[config.mk]
export PLATFORM = sky130hd
export DESIGN_NAME = regfile_sb
export DESIGN_NICKNAME = d
export VERILOG_FILES = /design/src/rtl/regfile_pkg.sv /design/src/rtl/regfile_sb_busy_scoreboard.sv /design/src/rtl/regfile_sb.sv
export SDC_FILE = /design/constraint.sdc
export NUM_CORES = 2
export LEC_CHECK = 0
export CELL_PAD_IN_SITES_DETAIL_PLACEMENT = 1
export CELL_PAD_IN_SITES_GLOBAL_PLACEMENT = 2
export CORE_MARGIN = 10
export CORE_UTILIZATION = 46
export CTS_CLUSTER_DIAMETER = 200
export DETAILED_ROUTE_END_ITERATION = 16
export PLACE_DENSITY = 0.92
export SYNTH_ARGS = -nofsm -noshare
export SYNTH_HDL_FRONTEND = slang
export SYNTH_HIERARCHICAL = 1
export SYNTH_SLANG_ARGS = --single-unit
[constraint.sdc]
create_clock -name clock -period 3.1 [get_ports clock]
set_input_delay 0.31 -clock clock [delete_from_list [all_inputs] [get_ports clock]]
set_output_delay 0.31 -clock clock [all_outputs]
set_load 0.01 [all_outputs]
[src/rtl/regfile_pkg.sv]
// Shared defaults and helpers for the scoreboarded register file.
// Imported by the top level and by the busy scoreboard.
package regfile_pkg;

  localparam int WIDTH_DEF = 32;
  localparam int DEPTH_DEF = 32;
  localparam int ZERO_IDX  = 0;

  // Index width for a given depth; never less than one bit.
  function automatic int addr_width(input int depth);
    return (depth <= 2) ? 1 : $clog2(depth);
  endfunction

endpackage

[src/rtl/regfile_sb_busy_scoreboard.sv]
// Per-register pending-write tracker.
// Reserve beats release on the same register; a reserve of an already-busy register pulses err.
module busy_scoreboard
  import regfile_pkg::*;
#(
  parameter  int DEPTH    = DEPTH_DEF,
  parameter  int ZERO_REG = 1,
  localparam int AW       = addr_width(DEPTH)
) (
  input  logic             clock,
  input  logic             reset,
  input  logic             reserve,
  input  logic [AW-1:0]    reserve_idx,
  input  logic             release_en,
  input  logic [AW-1:0]    release_idx,
  output logic [DEPTH-1:0] busy_vector,
  output logic             err_double_reserve
);

  logic [DEPTH-1:0] busy_reg;
  logic [DEPTH-1:0] busy_next;
  logic             err_reg;
  logic             err_next;

  genvar gi;
  generate
    for (gi = 0; gi < DEPTH; gi++) begin : g_busy
      if ((ZERO_REG != 0) && (gi == ZERO_IDX)) begin : g_zero
        assign busy_next[gi] = 1'b0;
      end else begin : g_live
        assign busy_next[gi] = (reserve && (reserve_idx == AW'(gi)))    ? 1'b1 :
                               (release_en && (release_idx == AW'(gi))) ? 1'b0 :
                               busy_reg[gi];
      end
    end
  endgenerate

  // Uses the busy state from before the edge, so a same-cycle release does not mask it.
  assign err_next = reserve && busy_reg[reserve_idx];

  always_ff @(posedge clock or negedge reset) begin
    if (!reset) begin
      busy_reg <= '0;
      err_reg  <= 1'b0;
    end else begin
      busy_reg <= busy_next;
      err_reg  <= err_next;
    end
  end

  assign busy_vector        = busy_reg;
  assign err_double_reserve = err_reg;

endmodule

[src/rtl/regfile_sb.sv]
// Register file with one write port, two bypassed combinational read ports
// and a busy scoreboard for multicycle destinations.
module regfile_sb
  import regfile_pkg::*;
#(
  parameter  int WIDTH    = WIDTH_DEF,
  parameter  int DEPTH    = DEPTH_DEF,
  parameter  int ZERO_REG = 1,
  localparam int AW       = addr_width(DEPTH)
) (
  input  logic             clock,
  input  logic             reset,
  input  logic             ctrl_writeEnable,
  input  logic [AW-1:0]    ctrl_writeReg,
  input  logic [WIDTH-1:0] data_writeReg,
  input  logic [AW-1:0]    ctrl_readRegA,
  input  logic [AW-1:0]    ctrl_readRegB,
  output logic [WIDTH-1:0] data_readRegA,
  output logic [WIDTH-1:0] data_readRegB,
  output logic             busy_A,
  output logic             busy_B,
  input  logic             ctrl_reserve,
  input  logic [AW-1:0]    ctrl_reserveReg,
  output logic             err_double_reserve,
  output logic [DEPTH-1:0] busy_vector
);

  localparam bit          ZERO_EN = (ZERO_REG != 0);
  localparam logic [AW-1:0] ZERO_AW = AW'(ZERO_IDX);

  logic [WIDTH-1:0] mem_reg [DEPTH];
  logic             wr_ok;

  assign wr_ok = ctrl_writeEnable && !(ZERO_EN && (ctrl_writeReg == ZERO_AW));

  always_ff @(posedge clock or negedge reset) begin
    if (!reset) begin
      for (int i = 0; i < DEPTH; i++) begin
        mem_reg[i] <= '0;
      end
    end else if (wr_ok) begin
      mem_reg[ctrl_writeReg] <= data_writeReg;
    end
  end

  busy_scoreboard #(
    .DEPTH    (DEPTH),
    .ZERO_REG (ZERO_REG)
  ) u_scoreboard (
    .clock              (clock),
    .reset              (reset),
    .reserve            (ctrl_reserve),
    .reserve_idx        (ctrl_reserveReg),
    .release_en         (ctrl_writeEnable),
    .release_idx        (ctrl_writeReg),
    .busy_vector        (busy_vector),
    .err_double_reserve (err_double_reserve)
  );

  logic [AW-1:0]    rd_idx  [2];
  logic [WIDTH-1:0] rd_data [2];
  logic             rd_busy [2];

  assign rd_idx[0] = ctrl_readRegA;
  assign rd_idx[1] = ctrl_readRegB;

  // Outputs are forced quiet while reset is held so a pending bypass cannot leak out.
  genvar gi;
  generate
    for (gi = 0; gi < 2; gi++) begin : g_rd
      logic hit;
      logic is_zero;
      assign hit     = ctrl_writeEnable && (ctrl_writeReg == rd_idx[gi]);
      assign is_zero = ZERO_EN && (rd_idx[gi] == ZERO_AW);
      assign rd_data[gi] = (!reset || is_zero) ? '0 :
                           hit                 ? data_writeReg :
                           mem_reg[rd_idx[gi]];
      assign rd_busy[gi] = reset && busy_vector[rd_idx[gi]] && !hit;
    end
  endgenerate

  assign data_readRegA = rd_data[0];
  assign data_readRegB = rd_data[1];
  assign busy_A        = rd_busy[0];
  assign busy_B        = rd_busy[1];

endmodule

==> out/results.ini <==
[finish]
fin_nets=4359
final_util=0.5545
syn2layout_area_growth_pct=19.31
final_area_um2=67840
drive_gt1_frac=0.5047
fill_cells=11470
largest_register_ff_count=1024

[clocking]
cts_inserted_buffers=109
cts.clk_slew.worst_paths_ns=0.06
cts_tree=built
cts.sink_count=1056
clk_path_buf_depth=3
clockRootBuffer=clkbuf_16
cts-htree-levels=3
insertion_delay_ns=0.75

[synthesis]
synth_async_sr_flop_share=1.000
yosysSeqAreaShare=0.4647
synth-edff-count=0
ys.flop_type=dfrtp_1
ys_seq_elements=1056
yosysWarningCount=6
syn-cell-area_um2=56860
synth_area_leader_cell=dfrtp_1
ys_types=55
netlist_instances=4033
avgSynthCellArea_um2=14.10
syn-num-nets=4089
synth_top_area_share=0.4647
synthTopCellsByArea=dfrtp_1, mux2_2, mux4_2, mux2i_1, clkbuf_1

[global_routing]
track_usage=0.3264
grt_pass1_vias=46680
grt_pass1_wl_um=333100
grt_max_degree=177
antenna_found_initial=8
grt_overflow=0

[detailed_routing]
drtIter0Drc=4779
ant_nets=0
wl_um=227000
vias=42480
vias_per_cell=7.065
drc=0
wl_per_cell_um=37.75
firstDrtPassIters=6

[critical_path]
critPathMaxStageDelay_ns=0.51
critPathSlowestCell=mux4_2
worst-path-stages=6
cp_top_family=compound AO/OA/AOI/OAI gates
rr_worst_depth=4
cp_max_fo=3
crit_chain=mux4_2 -> a22oi_2 -> o21ai_1 -> buf_4 -> a221o_1 -> buf_6
path_class=reg2out
crit_buf_inv=2
crit_path_start_kind=register
r2r_setup_slack_ns=1.67
required_ns=2.79
cp-end-kind=primary output
crit_arrival_ns=2.79

[power_and_ir_drop]
clkPwrFrac=0.327
combPwrFrac=0.232
intPower_w=0.02981
switchingPower_w=0.01284
seqPwrFrac=0.441
sw_frac_of_total=0.3011
power_density_nw_per_um2=628.7
vdd_drop_max_v=0.0005298
p_leak_nw=29.48

[run]
max_cap_viol_count=0

[outcome]
outcome=finished clean

[placement]
dpl.hpwl_um=140200
port_buffers=153
pre_cts_slack_ns=-0.5784
place_congestion=0.8719
post_dp_cell_area_um2=63620

[timing]
fin_crit_sh=0.9992
max_freq_mhz=322.8
hold_viol_final=0
tightestPinTransition_ns=1.025
fin_worst_skew_ns=0.01131
finalWorstSetupSlack_ns=0.002448
finalSetupViolations=0
timing.slew.headroom=0.3169
slew_viol_final=0
finalCriticalPeriod_ns=3.098

[floorplanning]
io_pins=155
die_area_um2=138100
core_area_um2=122400
dieWidth_um=371.6
initial_core_util=0.4647
num_rows=128
die_y_um=371.6

[worst_hold_path]
hp-class=in2async

[Yosys cell counts, types with 8 or more instances]
master and n:
dfrtp_1 1056, mux2_2 996, mux4_2 406, mux2i_1 266, clkbuf_1 239, buf_2 129
nand2_1 124, a22oi_1 99, o21ai_0 87, nor2_1 66, a221oi_1 63, buf_1 62
nand3_1 41, nand2b_1 39, a21oi_1 36, o211ai_1 33, a211oi_1 32, a31oi_1 32
a32o_1 32, o221ai_1 32, a221o_1 31, o22ai_1 31, buf_4 21, o21ai_1 9
buf_6 8, xor2_1 8
[power by group through the flow]
stage / logic, W / clock network (W) / registers [W]
after floorplan: 0.00615 / 0 / 0.0180
after global placement: 0.00898 / 0 / 0.0185
after detailed placement: 0.00939 / 0 / 0.0188
after CTS: 0.00970 / 0.0140 / 0.0187
after global routing: 0.0104 / 0.0146 / 0.0191
final: 0.00988 / 0.0139 / 0.0188
[cells in the final DEF, fill, tap and decap left out, types with 6 or more instances in the layout]
master,count
a211oi_2,14
o21ai_1,17
nand3_1,40
o221ai_1,31
bufinv_16,9
a211oi_1,18
a32o_1,24
o21ai_0,77
clkdlybuf4s50_1,75
nor2_4,23
nand3b_1,6
o22ai_1,28
buf_12,139
dlygate4sd2_1,37
mux2i_1,266
nand2_2,24
buf_2,16
clkbuf_1,27
a22oi_1,76
mux2_2,996
nor2_1,44
a32o_2,8
clkbuf_2,9
mux4_2,406
a31oi_1,26
nand2b_1,39
a22oi_2,23
dfrtp_2,8
clkinv_2,14
a21oi_1,35
clkbuf_8,27
a221o_1,30
clkbuf_16,112
o211ai_1,33
buf_4,329
nand2_1,96
dfrtp_1,1048
a221oi_1,58
[worst paths after layout]
kind	endpoint	start
hold / removal	mem_reg[920]	reset
setup reg to reg	u_scoreboard/err_double_reserve	u_scoreboard/busy_vector[3]
max in group asynchronous	mem_reg[515]	reset
setup / recovery	data_readRegB[18]	mem_reg[18]
min in group clock	u_scoreboard/err_double_reserve	ctrl_reserve
hold reg to reg	mem_reg[1002]	mem_reg[1002]
[per-layer routing]
layer  vias up  GRT usage  wire, um
met5         -          0        29
met4         6     0.2117     17720
met3      1030    0.09346     23710
met1     22430     0.3955     80710
li1      16170          -         -
met2      2843     0.5088    104800
[worst min-delay path, cell delays in order]
cell           delay (ns)
dlygate4sd3_1        0.57
buf_8                0.16
buf_12               0.41
[metrics by stage]
step	hold slack, ns	total power (W)	TNS, ns	std cells
5_1_grt	0.2728	0.04404	-0.04973	6011
2_1_floorplan	0.01441	0.02411	0	4033
3_3_place_gp	0.1211	0.02743	-22.99	5792
6_report	0.2400	0.04265	0	6013
4_1_cts	0.2858	0.04239	-0.02561	5997
3_5_place_dp	0.1197	0.02823	-25.75	5792
[final cells by class]
cell class | count | area, um^2 | area share
Inverter | 4 | 17.52 | 0.0002582
Timing Repair Buffer | 619 | 6623 | 0.09762
Tap cell | 1625 | 2033 | 0.02997
Clock buffer | 165 | 3262 | 0.04808
Antenna cell | 3 | 7.507 | 0.0001107
Clock inverter | 28 | 401.6 | 0.005920
Multi-Input combinational cell | 2513 | 29060 | 0.4284
Sequential cell | 1056 | 26440 | 0.3897
[logic make-up after synthesis]
| kind of cell | after synthesis | synth area share |
|---|---|---|
| buffers and inverters | 464 | 0.03598 |
| XOR/XNOR | 10 | 0.001540 |
| AO/OA/AOI/OAI | 524 | 0.06718 |
| AND/OR/NAND/NOR | 310 | 0.02559 |
| other | 1 | 0.00006595 |
| flip-flops | 1056 | 0.4647 |
| multiplexers | 1668 | 0.4049 |
[timing repair]
action                     4_1_cts  5_1_grt
gates resized for setup        209       45
setup buffers                   11       14
hold buffers                     2        0
pin swaps                       28       17
setup endpoints to repair       66       58
hold endpoints to repair        96        0
(Power assumes the default switching activity.)
